--- src/rtl/uart_rx_pkg.sv ---
// Shared types and constants for the UART receive front-end.
// Latency: none (declarations only).
// Backpressure: not applicable.
package uart_rx_pkg;

    typedef enum logic [2:0] {
        ST_IDLE  = 3'd0,
        ST_START = 3'd1,
        ST_DATA  = 3'd2,
        ST_STOP  = 3'd3,
        ST_BREAK = 3'd4
    } rx_state_t;

    // Smallest bit period that still leaves room for a mid-bit sample point.
    localparam int DIV_MIN = 8;

endpackage

--- src/rtl/uart_rx_fifo.sv ---
// Show-ahead byte FIFO buffering received UART bytes for the consumer.
// Latency: a push is visible at head_dat/count the cycle after it is accepted.
// Backpressure: push is ignored when full unless a pop happens in the same cycle.
module uart_rx_fifo #(
    parameter int DEPTH = 4
) (
    input  logic                     clk,
    input  logic                     rst_n,
    input  logic                     push_vld,
    input  logic [7:0]               push_dat,
    input  logic                     pop_rdy,
    output logic [7:0]               head_dat,
    output logic                     full,
    output logic [$clog2(DEPTH):0]   count
);

    localparam int AW = $clog2(DEPTH);

    logic [7:0]    mem [DEPTH];
    logic [AW-1:0] wr_ptr;
    logic [AW-1:0] rd_ptr;
    logic [AW:0]   count_q;
    logic          empty;
    logic          do_push;
    logic          do_pop;

    assign empty   = (count_q == '0);
    assign full    = (count_q == (AW+1)'(DEPTH));
    assign do_pop  = pop_rdy && !empty;
    // A full FIFO still takes a byte when the head leaves in the same cycle.
    assign do_push = push_vld && (!full || do_pop);
    assign count   = count_q;
    // Hold the output at zero while empty so the port has a defined value.
    assign head_dat = empty ? 8'h00 : mem[rd_ptr];

    // Pointer and occupancy tracking; pointers wrap naturally (power-of-two depth).
    always_ff @(posedge clk or negedge rst_n) begin
        if (!rst_n) begin
            wr_ptr  <= '0;
            rd_ptr  <= '0;
            count_q <= '0;
        end else begin
            if (do_push) wr_ptr <= wr_ptr + AW'(1);
            if (do_pop)  rd_ptr <= rd_ptr + AW'(1);
            case ({do_push, do_pop})
                2'b10:   count_q <= count_q + (AW+1)'(1);
                2'b01:   count_q <= count_q - (AW+1)'(1);
                default: count_q <= count_q;
            endcase
        end
    end

    // Storage array; no reset needed since count gates visibility.
    always_ff @(posedge clk) begin
        if (do_push) mem[wr_ptr] <= push_dat;
    end

endmodule

--- src/rtl/uart_rx_frontend.sv ---
// UART 8N1 receiver: synchronizes rx_i, reassembles bytes, buffers them for the UDM.
// Latency: ~3 + div/2 + 9*div + 1 cycles from start edge to rx_valid_o.
// Backpressure: rx_ready_i pops the FIFO; a byte arriving into a full FIFO is dropped (overrun_o).
import uart_rx_pkg::*;

module uart_rx_frontend #(
    parameter int DIV_WIDTH  = 32,
    parameter int FIFO_DEPTH = 4
) (
    input  logic                 clk_i,
    input  logic                 rst_n_i,
    input  logic [DIV_WIDTH-1:0] divider_i,
    input  logic                 rx_i,
    output logic [7:0]           rx_data_o,
    output logic                 rx_valid_o,
    input  logic                 rx_ready_i,
    output logic                 frame_err_o,
    output logic                 overrun_o,
    output logic                 busy_o
);

    localparam logic [DIV_WIDTH-1:0] DIV_FLOOR = DIV_WIDTH'(DIV_MIN);

    logic                       rx_m;
    logic                       rx_s;
    logic                       rx_d;
    rx_state_t                  state;
    logic [DIV_WIDTH-1:0]       div_q;
    logic [DIV_WIDTH-1:0]       cnt;
    logic [2:0]                 bit_cnt;
    logic [7:0]                 shift_q;
    logic                       frame_err_q;
    logic                       overrun_q;
    logic                       cnt_mid;
    logic                       cnt_end;
    logic [DIV_WIDTH-1:0]       div_sel;
    logic                       push_vld;
    logic                       pop_rdy;
    logic                       fifo_full;
    logic [$clog2(FIFO_DEPTH):0] fifo_count;

    // Out-of-range dividers are floored so a mid-bit sample point always exists.
    assign div_sel  = (divider_i < DIV_FLOOR) ? DIV_FLOOR : divider_i;
    assign cnt_mid  = (cnt == (div_q >> 1));
    assign cnt_end  = (cnt == div_q - DIV_WIDTH'(1));
    assign push_vld = (state == ST_STOP) && cnt_end && rx_s;
    assign pop_rdy  = rx_valid_o && rx_ready_i;

    assign rx_valid_o  = (fifo_count != '0);
    assign frame_err_o = frame_err_q;
    assign overrun_o   = overrun_q;
    assign busy_o      = (state != ST_IDLE);

    // Two-stage synchronizer plus one delay stage for falling-edge detection; idle high.
    always_ff @(posedge clk_i or negedge rst_n_i) begin
        if (!rst_n_i) begin
            rx_m <= 1'b1;
            rx_s <= 1'b1;
            rx_d <= 1'b1;
        end else begin
            rx_m <= rx_i;
            rx_s <= rx_m;
            rx_d <= rx_s;
        end
    end

    // Receiver FSM: start validation, LSB-first data shift, stop check, break wait.
    always_ff @(posedge clk_i or negedge rst_n_i) begin
        if (!rst_n_i) begin
            state       <= ST_IDLE;
            div_q       <= DIV_FLOOR;
            cnt         <= '0;
            bit_cnt     <= '0;
            shift_q     <= '0;
            frame_err_q <= 1'b0;
        end else begin
            frame_err_q <= 1'b0;
            case (state)
                ST_IDLE: begin
                    if (rx_d && !rx_s) begin
                        div_q <= div_sel;
                        cnt   <= '0;
                        state <= ST_START;
                    end
                end
                ST_START: begin
                    if (cnt_mid) begin
                        if (rx_s) begin
                            state <= ST_IDLE;
                        end else begin
                            cnt     <= '0;
                            bit_cnt <= '0;
                            state   <= ST_DATA;
                        end
                    end else begin
                        cnt <= cnt + DIV_WIDTH'(1);
                    end
                end
                ST_DATA: begin
                    if (cnt_end) begin
                        shift_q <= {rx_s, shift_q[7:1]};
                        cnt     <= '0;
                        bit_cnt <= bit_cnt + 3'd1;
                        if (bit_cnt == 3'd7) state <= ST_STOP;
                    end else begin
                        cnt <= cnt + DIV_WIDTH'(1);
                    end
                end
                ST_STOP: begin
                    if (cnt_end) begin
                        cnt <= '0;
                        // Returning to IDLE mid-stop leaves half a bit to catch the next start edge.
                        if (rx_s) begin
                            state <= ST_IDLE;
                        end else begin
                            frame_err_q <= 1'b1;
                            state       <= ST_BREAK;
                        end
                    end else begin
                        cnt <= cnt + DIV_WIDTH'(1);
                    end
                end
                ST_BREAK: begin
                    if (rx_s) state <= ST_IDLE;
                end
                default: state <= ST_IDLE;
            endcase
        end
    end

    // Overrun pulse: completed byte met a full FIFO with no simultaneous pop.
    always_ff @(posedge clk_i or negedge rst_n_i) begin
        if (!rst_n_i) begin
            overrun_q <= 1'b0;
        end else begin
            overrun_q <= push_vld && fifo_full && !pop_rdy;
        end
    end

    uart_rx_fifo #(
        .DEPTH (FIFO_DEPTH)
    ) u_fifo (
        .clk      (clk_i),
        .rst_n    (rst_n_i),
        .push_vld (push_vld),
        .push_dat (shift_q),
        .pop_rdy  (pop_rdy),
        .head_dat (rx_data_o),
        .full     (fifo_full),
        .count    (fifo_count)
    );

endmodule
--- config.mk ---
export PLATFORM = sky130hd
export DESIGN_NAME = uart_rx_frontend
export DESIGN_NICKNAME = d
export VERILOG_FILES = /design/src/rtl/uart_rx_pkg.sv /design/src/rtl/uart_rx_fifo.sv /design/src/rtl/uart_rx_frontend.sv
export SDC_FILE = /design/constraint.sdc
export NUM_CORES = 1
export LEC_CHECK = 0
export CAP_MARGIN = 25
export CORE_UTILIZATION = 30
export DETAILED_ROUTE_END_ITERATION = 6
export PLACE_DENSITY_LB_ADDON = 0.08
export SKIP_CTS_REPAIR_TIMING = 1
export SLEW_MARGIN = 20
export SYNTH_ARGS = -nofsm -noshare
export SYNTH_HDL_FRONTEND = slang
export SYNTH_SLANG_ARGS = --single-unit
--- constraint.sdc ---
create_clock -name clk_i -period 8 [get_ports clk_i]
set_input_delay 0.8 -clock clk_i [delete_from_list [all_inputs] [get_ports clk_i]]
set_output_delay 0.8 -clock clk_i [all_outputs]
set_load 0.01 [all_outputs]
# Word level (Yosys, flattened, before mapping)
# Memory sizes are Yosys's and may differ from the RTL's.
# Index checks and enable logic that the tools add are counted.
op_classes:
  eq_ne: 18
  n_reduce_logical: 26
  order_cmp: 1
  add_sub_neg: 7
  mux: 26
ops:
  columns: ["operator", "n"]
  rows:
  - ["32-bit 2-to-1 mux", 5]
  - ["32-bit case mux with 3 select lines", 1]
  - ["32-bit by 1-bit adder with 32-bit output (second input constant)", 1]
  - ["32-bit by 31-bit equality test with 1-bit output", 1]
  - ["32-bit equality test", 1]
  - ["32-bit by 4-bit < comparator with 1-bit output (second input constant)", 1]
  - ["32-bit by 1-bit subtractor with 32-bit output (second input constant)", 1]
  - ["3-bit 2-to-1 mux", 10]
  - ["3-bit case mux with 5 select lines", 1]
  - ["2-bit != test (second input constant)", 7]
  - ["3-bit case mux with 2 select lines", 2]
  - ["3-bit equality test (second input constant)", 3]
  - ["3-bit nonzero test", 3]
  - ["1-bit logical AND", 8]
  - ["8-bit 2-to-1 mux", 1]
  - ["3-bit by 1-bit adder with 3-bit output (second input constant)", 2]
  - ["3-bit by 2-bit equality test with 1-bit output (second input constant)", 2]
  - ["3-bit logical NOT", 2]
  - ["6-bit AND reduction", 1]
  - ["1-bit 2-to-1 mux", 5]
  - ["2-bit by 1-bit adder with 2-bit output (second input constant)", 2]
  - ["1-bit logical NOT", 4]
  - ["2-bit AND reduction", 2]
  - ["4-bit AND reduction", 1]
  - ["other kinds (10)", 11]
totals:
  in_bits: 36
  out_inout_bits: 12
  mem_count: 1
  elab_cells: 92
  register_bits: 90
  ram_bits: 32
memory_table:
  columns: ["name", "words", "word_bits", "read_ports", "rd_ports_with_merged_regs", "write_ports", "line_no", "source"]
  rows:
  - ["u_fifo.mem", 4, 8, 1, 0, 1, "uart_rx_fifo.sv:19", "logic [7:0] mem [DEPTH];"]

# Longest topological paths before layout
# Gate-level depths: netlist of run 1.
depth:
  depth_word: 7
  depth_mapped: 17
  mapped_depth_nobuf: 15

# By module
# A second synthesis of run 1 with hierarchy kept.
unflattened:
  hier_cells: 689
  area_unflattened_um2: 7262.0
by_module_without_submodules:
  columns: ["module", "seq_area_each_um2", "n_inst", "area_each_um2", "cells_each"]
  rows:
  - ["uart_rx_frontend", 2082.0, 1, 5534.1, 585]
  - ["uart_rx_fifo", 1136.1, 1, 1727.9, 104]

# Worst setup path before layout of run 1
# No wires, ideal clock.
synth_path:
  path_kind: "reg-to-reg"
  startpoint: "register div_q[0]"
  endpoint: "register u_fifo.count_q[1] (netlist: u_fifo.count[1])"
  n_path_buf: 2
  setup_time_ns: 0.086
  required_ns: 7.914
  setup_slack_ns: 3.962
  synth_period_minus_slack_ns: 4.038
  arrival_ns: 3.952
  path_stages_with_launch: 17
  path_cell_list: "dfrtp_1 clkbuf_1 inv_1 ha_1 nor3b_1 nand4_2 nor3_1 xnor2_1 or4_1 or4_4 or2_0 clkbuf_2 nand2_1 fa_1 and2_1 a221o_1 nor3_1"
synth_between:
  elab_chain_len: 7
  word_cells_on_any_way: 9
  cone_classes: "1 x add/sub; 3 x eq/ne; 1 x mux; 4 x reduce/logical"
synth_rtl:
  columns: ["item", "line_no", "source"]
  rows:
  - ["from (decl)", "uart_rx_frontend.sv:28", "logic [DIV_WIDTH-1:0] div_q;"]
  - ["from (signal assigned)", "uart_rx_frontend.sv:81", "div_q <= div_sel;"]
  - ["32-bit by 1-bit subtractor with 32-bit output *", "uart_rx_frontend.sv:45", "assign cnt_end = (cnt == div_q - DIV_WIDTH'(1));"]
  - ["32-bit equality test *", "uart_rx_frontend.sv:45", null]
  - ["1-bit logical AND * (2 in series)", "uart_rx_frontend.sv:46", "assign push_vld = (state == ST_STOP) && cnt_end && rx_s;"]
  - ["1-bit logical AND *", "uart_rx_fifo.sv:31", "assign do_push = push_vld && (!full || do_pop);"]
  - ["2-bit by 1-bit equality test with 1-bit output or 2-bit equality test (tied branches)", "uart_rx_fifo.sv:45", "case ({do_push, do_pop})"]
  - ["3-bit case mux with 2 select lines or 2-bit nonzero test (tied branches)", null, null]
  - ["to (signal assigned)", "uart_rx_fifo.sv:46", "2'b10: count_q <= count_q + (AW+1)'(1);"]
  - ["to (signal assigned)", "uart_rx_fifo.sv:47", "2'b01: count_q <= count_q - (AW+1)'(1);"]
  - ["to (signal assigned)", "uart_rx_fifo.sv:48", "default: count_q <= count_q;"]
  - ["to (decl)", "uart_rx_fifo.sv:22", "logic [AW:0] count_q;"]
# Mark *: on every way between the ends. The rest lies on a longest branch, timed or not.
# A chain may end at the register's enable or synchronous reset.

# Final worst setup path of run 1
# Same ends and word-level chain as after synthesis.

==> flow_summary.toml, run 1 <==
[detailed_routing]
vias_per_cell = 5.14
wl_microns = 18900
drcViolationCount = 0
route.vias.total = 5368
wl_per_cell_microns = 18.1
drtAntennaViolNets = 0
firstDrtPassIters = 4
drt_iter0_drc = 304

[cells_and_area]
finish.instance_area_sq_um = 8480
post-route-util_pct = 36.0
antenna_cells = 0
fillers = 2417
layout_commonest_cell = "dfrtp_1"
mostFrequentLayoutCells = "86 x dfrtp_1, 58 x nand2_1, 55 x xnor2_1, 46 x clkdlybuf4s50_1, 37 x mux2_2"
stdcell_count = 1044
drive_gt1_share_pct = 14.2
area_growth_syn_to_layout_pct = 17.3
fin_nets = 757

[global_routing]
use_met1_pct = 24.5
top_usage_layer = "met1"
grt_pass1_wl_microns = 30000
track_usage_pct = 16.3
grt_pass1_vias = 5270
gr-total-overflow = 0
gr-usage-met2_pct = 23.3
met3_usage_pct = 3.06
antenna_found_initial = 0
grt_max_degree = 57

[worst_setup_path]
crit_path_cell_trace = "inv_1 > ha_1 > nor3b_1 > nand4_2 > nor3_1 > xnor2_1 > or4_1 > or4_4 > or2_0 > nand2_1 > fa_1 > and2_1 > a221o_1 > nor3_1"
slowest_stage = "or4_4"
worstSetupPathType = "flop to flop"
cp_max_fo = 13
crit_required_ns = 8.32
crit_top_cell = "nor3_1"
timing.critical_path.slowest_cell_delay_ns = 0.62
worst_ep_arrival_time_ns = 4.92
cp-start-kind = "flop"
endpoint_kind = "flop"

[floorplan]
rows = 56
core-area_sq_um = 23500
dieArea_sq_um = 24700
die_y_microns = 157
fp.dieW_microns = 157
initial_core_util_pct = 30.7
ioPinCount = 48

[hold_path]
hold_path.class = "input port to async pin"

[synthesis]
yosys_warnings = 0
seq_area_frac_synth_pct = 44.5
synthMuxAreaShare_pct = 9.36
synth.distinct_cells = 71
synthCells = 707
synth-compound-area-share_pct = 11.5
synthAdderAreaFrac_pct = 1.66
synthXorXnorAreaFrac_pct = 8.96
synth-seq-cells = 122
syn_area_sq_um = 7230
synth_ff_type = "dfrtp_1"
syn_nets = 752
synthArstFlopShare_pct = 73.8
synth_edf_count = 32
synth_top_family_by_area = "simple AND/OR/NAND/NOR gates"
synth-simple-area-share_pct = 19.4
syn_area_per_cell_sq_um = 10.2

[clocking]
cts_root_buffer = "clkbuf_16"
cts_tree = "yes"
clockBufferDepth = 2
cts_buffers = 17
cts.reportedPaths.clkPinSlew_ns = 0.06
clock_sinks = 122
htreeDepth = 4
clk-insertion-delay-late_ns = 0.42

[run_status]
status = "completed"

[placed_design]
dp_cells = 1012
hpwl_microns = 13800
gp_congestion = 0.810
pre_cts_slack_ns = 3.41
port-buffer-count = 47
placed_area_sq_um = 7890

[sta]
min_period_over_period_pct = 57.5
fmax_mhz = 217
setup_viol = 0
fin_ws_ns = 3.40
setup-tns-final_ns = 0
slew_viol_final = 0
finClkSkew_ns = 0.0108
worst_slew_pin_slew_ns = 0.886
slew_headroom_pct = 40.5
hold_viol = 0
period_needed_ns = 4.60
rsz0062_at_grt = "no"

[run]
maxCapViolCount = 0

[power_and_ir_drop]
power.density_nw_per_um2 = 232
leakage_nw = 3.16
vdd_ir_drop_max_uv = 123
[synth_stat cells, drive strengths merged, types with 8 or more instances]
master / count / area share [%]
dfrtp: 86 / 30
nand2: 58 / 3.0
xnor2: 55 / 6.7
clkbuf: 53 / 2.8
mux2: 37 / 5.8
nor2: 33 / 1.8
edfxtp: 32 / 13
nor3: 29 / 2.1
nor4: 22 / 2.2
o31ai: 20 / 2.1
nand4: 19 / 1.7
nor2b: 19 / 1.6
xor2: 19 / 2.3
inv: 18 / 0.93
nand3: 16 / 1.1
a2bb2oi: 15 / 1.8
o21ai: 15 / 1.0
and3: 13 / 1.1
buf: 13 / 0.99
a22o: 11 / 1.3
or4: 11 / 1.2
a21oi: 9 / 0.67
o21bai: 9 / 0.93
ha: 8 / 1.4
mux2i: 8 / 1.1
mux4: 8 / 2.5
[final timing paths]
check,cells after the start,end,slack [ns],start
worst max-delay path,14,u_fifo.count[1]$_DFFE_PN0P_,3.40,div_q[0]$_DFFE_PN0P_
worst min-delay path,1,cnt[30]$_DFFE_PN0P_,0.34,rst_n_i
worst max register to register,14,u_fifo.count[1]$_DFFE_PN0P_,3.40,div_q[0]$_DFFE_PN0P_
worst min register to register,0,rx_s$_DFF_PN1_,0.36,rx_m$_DFF_PN1_
max in group asynchronous,2,cnt[14]$_DFFE_PN0P_,6.52,rst_n_i
min in group clk_i,0,rx_s$_DFF_PN1_,0.36,rx_m$_DFF_PN1_
[worst max-delay path, delay by kind of cell, from the launching register on]
kind	cells	cell delay, ns
buffers and inverters	1	0.09
adder cells (fa/ha/maj)	2	0.69
flip-flops	1	0.46
AO/OA/AOI/OAI	1	0.31
XOR/XNOR	1	0.08
AND/OR/NAND/NOR	9	2.85
[layer usage]
metal / wire length, microns / share of wire [%]
met1: 9880 / 52
met5: 0 / 0
met2: 8140 / 43
met3: 638 / 3.4
met4: 206 / 1.1
[state kept, by name (all words and copies together), names as in the netlist]
signal         count
state              3
bit_cnt            3
u_fifo.count       3
frame_err_o        1
u_fifo.mem        32
rx_m               1
rx_s               1
rx_d               1
div_q             32
cnt               32
u_fifo.rd_ptr      2
shift_q            8
u_fifo.wr_ptr      2
overrun_o          1
[layout make-up]
type	count	area, sq um	area share, %
sequential	122	3220	37.9
multi-input combinational	501	3690	43.5
clock buffer	18	439	5.18
inverter	18	67.6	0.796
tap	319	399	4.70
clock inverter	14	160	1.89
timing repair buffer	52	505	5.96
[stage by stage]
step / total power, mW / hold slack, ns
3_3_place_gp: 1.19 / 0.347
6_report: 1.97 / 0.337
2_1_floorplan: 1.07 / 0.345
3_5_place_dp: 1.20 / 0.351
5_1_grt: 2.08 / 0.364
4_1_cts: 1.99 / 0.354
[where the power goes]
| group | switching (mW) | total, mW | leakage, nW | internal (mW) |
|---|---|---|---|---|
| logic | 0.178 | 0.370 | 1.34 | 0.192 |
| clock network | 0.310 | 0.784 | 0.286 | 0.474 |
| registers | 0.129 | 0.815 | 1.54 | 0.687 |
[logic make-up after synthesis]
group / after synthesis
DFF: 122
muxes: 53
xor gates and xnor gates: 74
AOI/OAI and AO/OA: 111
and+or+nand+nor: 254
buffers and inverters: 84
adders and majority gates: 9
No activity file was read; power rests on OpenSTA's default activity.
==> run 2, diff against run 1 <==
clock period = 4 ns   (was 8 ns; I/O delays follow)
==> run 2 against run 1 <==
The flow now finishes with violations (setup timing). Critical path depth down 1. Clock power up 96%. Non-clock buffer count grew 48. Flip-flop and latch count is the same. Global-route usage is 0.58 points higher. Count of clock-buffer cells in the layout shrank 1. Clock skew is essentially flat. Sequential share of layout area decreased by 1.7 points. Die area did not move. Via count rose by 3.8%.
==> flow_summary.toml, run 2 (synthesis results as in run 1) <==
[sta]
worst_slew_pin_slew_ns = 0.990
hold_slack_ns = 0.0975
slew_headroom_pct = 33.8
slew_viol_final = 0
fin_ws_ns = -0.00261
min_period_over_period_pct = 100
fmax_mhz = 250
hold_viol = 0
setup-tns-final_ns = -0.00261
setup_viol = 1
finClkSkew_ns = 0.0106
rsz0062_at_grt = "yes"
period_needed_ns = 4.00

[floorplan]
fp.dieW_microns = 157
die_y_microns = 157
rows = 56
initial_core_util_pct = 30.7
ioPinCount = 48
dieArea_sq_um = 24700
core-area_sq_um = 23500

[detailed_routing]
route.vias.total = 5574
firstDrtPassIters = 5
wl_per_cell_microns = 17.8
drcViolationCount = 0
wl_microns = 19400
vias_per_cell = 5.10
drt_iter0_drc = 391
drtAntennaViolNets = 0

[cells_and_area]
post-route-util_pct = 37.7
drive_gt1_share_pct = 19.9
layout_commonest_cell = "dfrtp_1"
antenna_cells = 0
fin_nets = 805
finish.instance_area_sq_um = 8870
mostFrequentLayoutCells = "86 x dfrtp_1, 58 x nand2_1, 55 x xnor2_1, 52 x buf_4, 46 x clkdlybuf4s50_1"
stdcell_count = 1092
fillers = 2353
reg_top3 = "cnt: 32 flops, div_q: 32 flops, u_fifo.mem: 32 flops"
area_growth_syn_to_layout_pct = 22.6

[placed_design]
pre_cts_slack_ns = -0.0527
port-buffer-count = 47
placed_area_sq_um = 8260
hpwl_microns = 14400
gp_congestion = 0.833
dp_cells = 1059

[clocking]
cts.reportedPaths.clkPinSlew_ns = 0.07
clk-insertion-delay-late_ns = 0.42
htreeDepth = 4
cts_tree = "yes"
cts_buffers = 17
clockBufferDepth = 2
cts_root_buffer = "clkbuf_16"
clock_sinks = 122

[worst_setup_path]
timing.critical_path.slowest_cell_delay_ns = 0.52
endpoint_kind = "flop"
worst_ep_arrival_time_ns = 4.34
slowest_stage = "or4_4"
cp_max_fo = 8
worstSetupPathType = "flop to flop"
crit_required_ns = 4.33
cp-start-kind = "flop"
crit_path_cell_trace = "buf_4 > or3_1 > nor4b_1 > o21ai_0 > a211oi_1 > nand4_1 > or4_4 > or2_0 > nand2_1 > fa_1 > and2_1 > a221o_1 > nor3_1"

[power_and_ir_drop]
finalPower_mw = 4.01
leakage_nw = 3.42
power.density_nw_per_um2 = 452
vdd_ir_drop_max_uv = 290

[global_routing]
track_usage_pct = 16.8
grt_pass1_wl_microns = 31300
grt_max_degree = 65
gr-total-overflow = 0
antenna_found_initial = 0
grt_pass1_vias = 5685

[run_status]
status = "complete, but fails checks"
violations = "setup timing"

[hold_path]
hold_path.class = "input port to async pin"

[run]
maxCapViolCount = 0
==> run 2: changes by cell type in the layout (fill, tap and decap cells not counted), sizes merged <==
cell      previous run  this run
buf                  6        54
bufinv               2         1
clkbuf              18        17
clkinvlp             3         2
inv                 24        27
==> run 2: power breakdown <==
group,leakage (nW),switching (mW),internal (mW)
combinational,1.60,0.449,0.465
sequential,1.54,0.186,1.37
clock,0.281,0.659,0.880
total,3.42,1.29,2.72
==> run 2: critical path: cells and delay by family (launching register included) <==
kind                       cells  cell delay (ns)
and+or+nand+nor                8             2.09
buffers and inverters          1             0.18
AOI/OAI and AO/OA              3             0.77
adders and majority gates      1             0.44
DFF                            1             0.43
==> run 2: final timing paths <==
path                                                     to  cells past startpoint  slack (ns)            startpoint
worst max-delay path            u_fifo.count[1]$_DFFE_PN0P_                     13      -0.003  div_q[2]$_DFFE_PN0P_
worst min-delay path                  div_q[31]$_DFFE_PN0P_                      1         0.1               rst_n_i
worst max register to register  u_fifo.count[1]$_DFFE_PN0P_                     13      -0.003  div_q[2]$_DFFE_PN0P_
worst min register to register               rx_s$_DFF_PN1_                      0        0.35        rx_m$_DFF_PN1_
max in group asynchronous              div_q[3]$_DFFE_PN1P_                      2        2.97               rst_n_i
min in group clk_i                           rx_s$_DFF_PN1_                      0        0.35        rx_m$_DFF_PN1_
==> run 2: cell type report <==
class | count | area [sq um] | share of cell area [%]
Multi-Input combinational cell | 501 | 3720 | 41.9
Sequential cell | 122 | 3220 | 36.3
Timing Repair Buffer | 100 | 891 | 10.0
Clock buffer | 17 | 425 | 4.80
Tap cell | 319 | 399 | 4.50
Clock inverter | 15 | 154 | 1.73
Inverter | 18 | 67.6 | 0.762
==> run 2: routing by layer <==
layer  track usage [%]  vias to the layer above  part of all wire [%]
met1              24.0                     2760                    51
met3              3.11                       23                   3.2
met2              25.3                      112                    44
met4              5.87                        0                   2.1
li1                  -                     2679                     -
met5                 0                        -                     0
==> run 3, diff against run 2 <==
GPL_ROUTABILITY_DRIVEN = 0   (was unset)
==> results of run 3 <==
No change in the layout: final DEF, timing and power equal those of run 2.
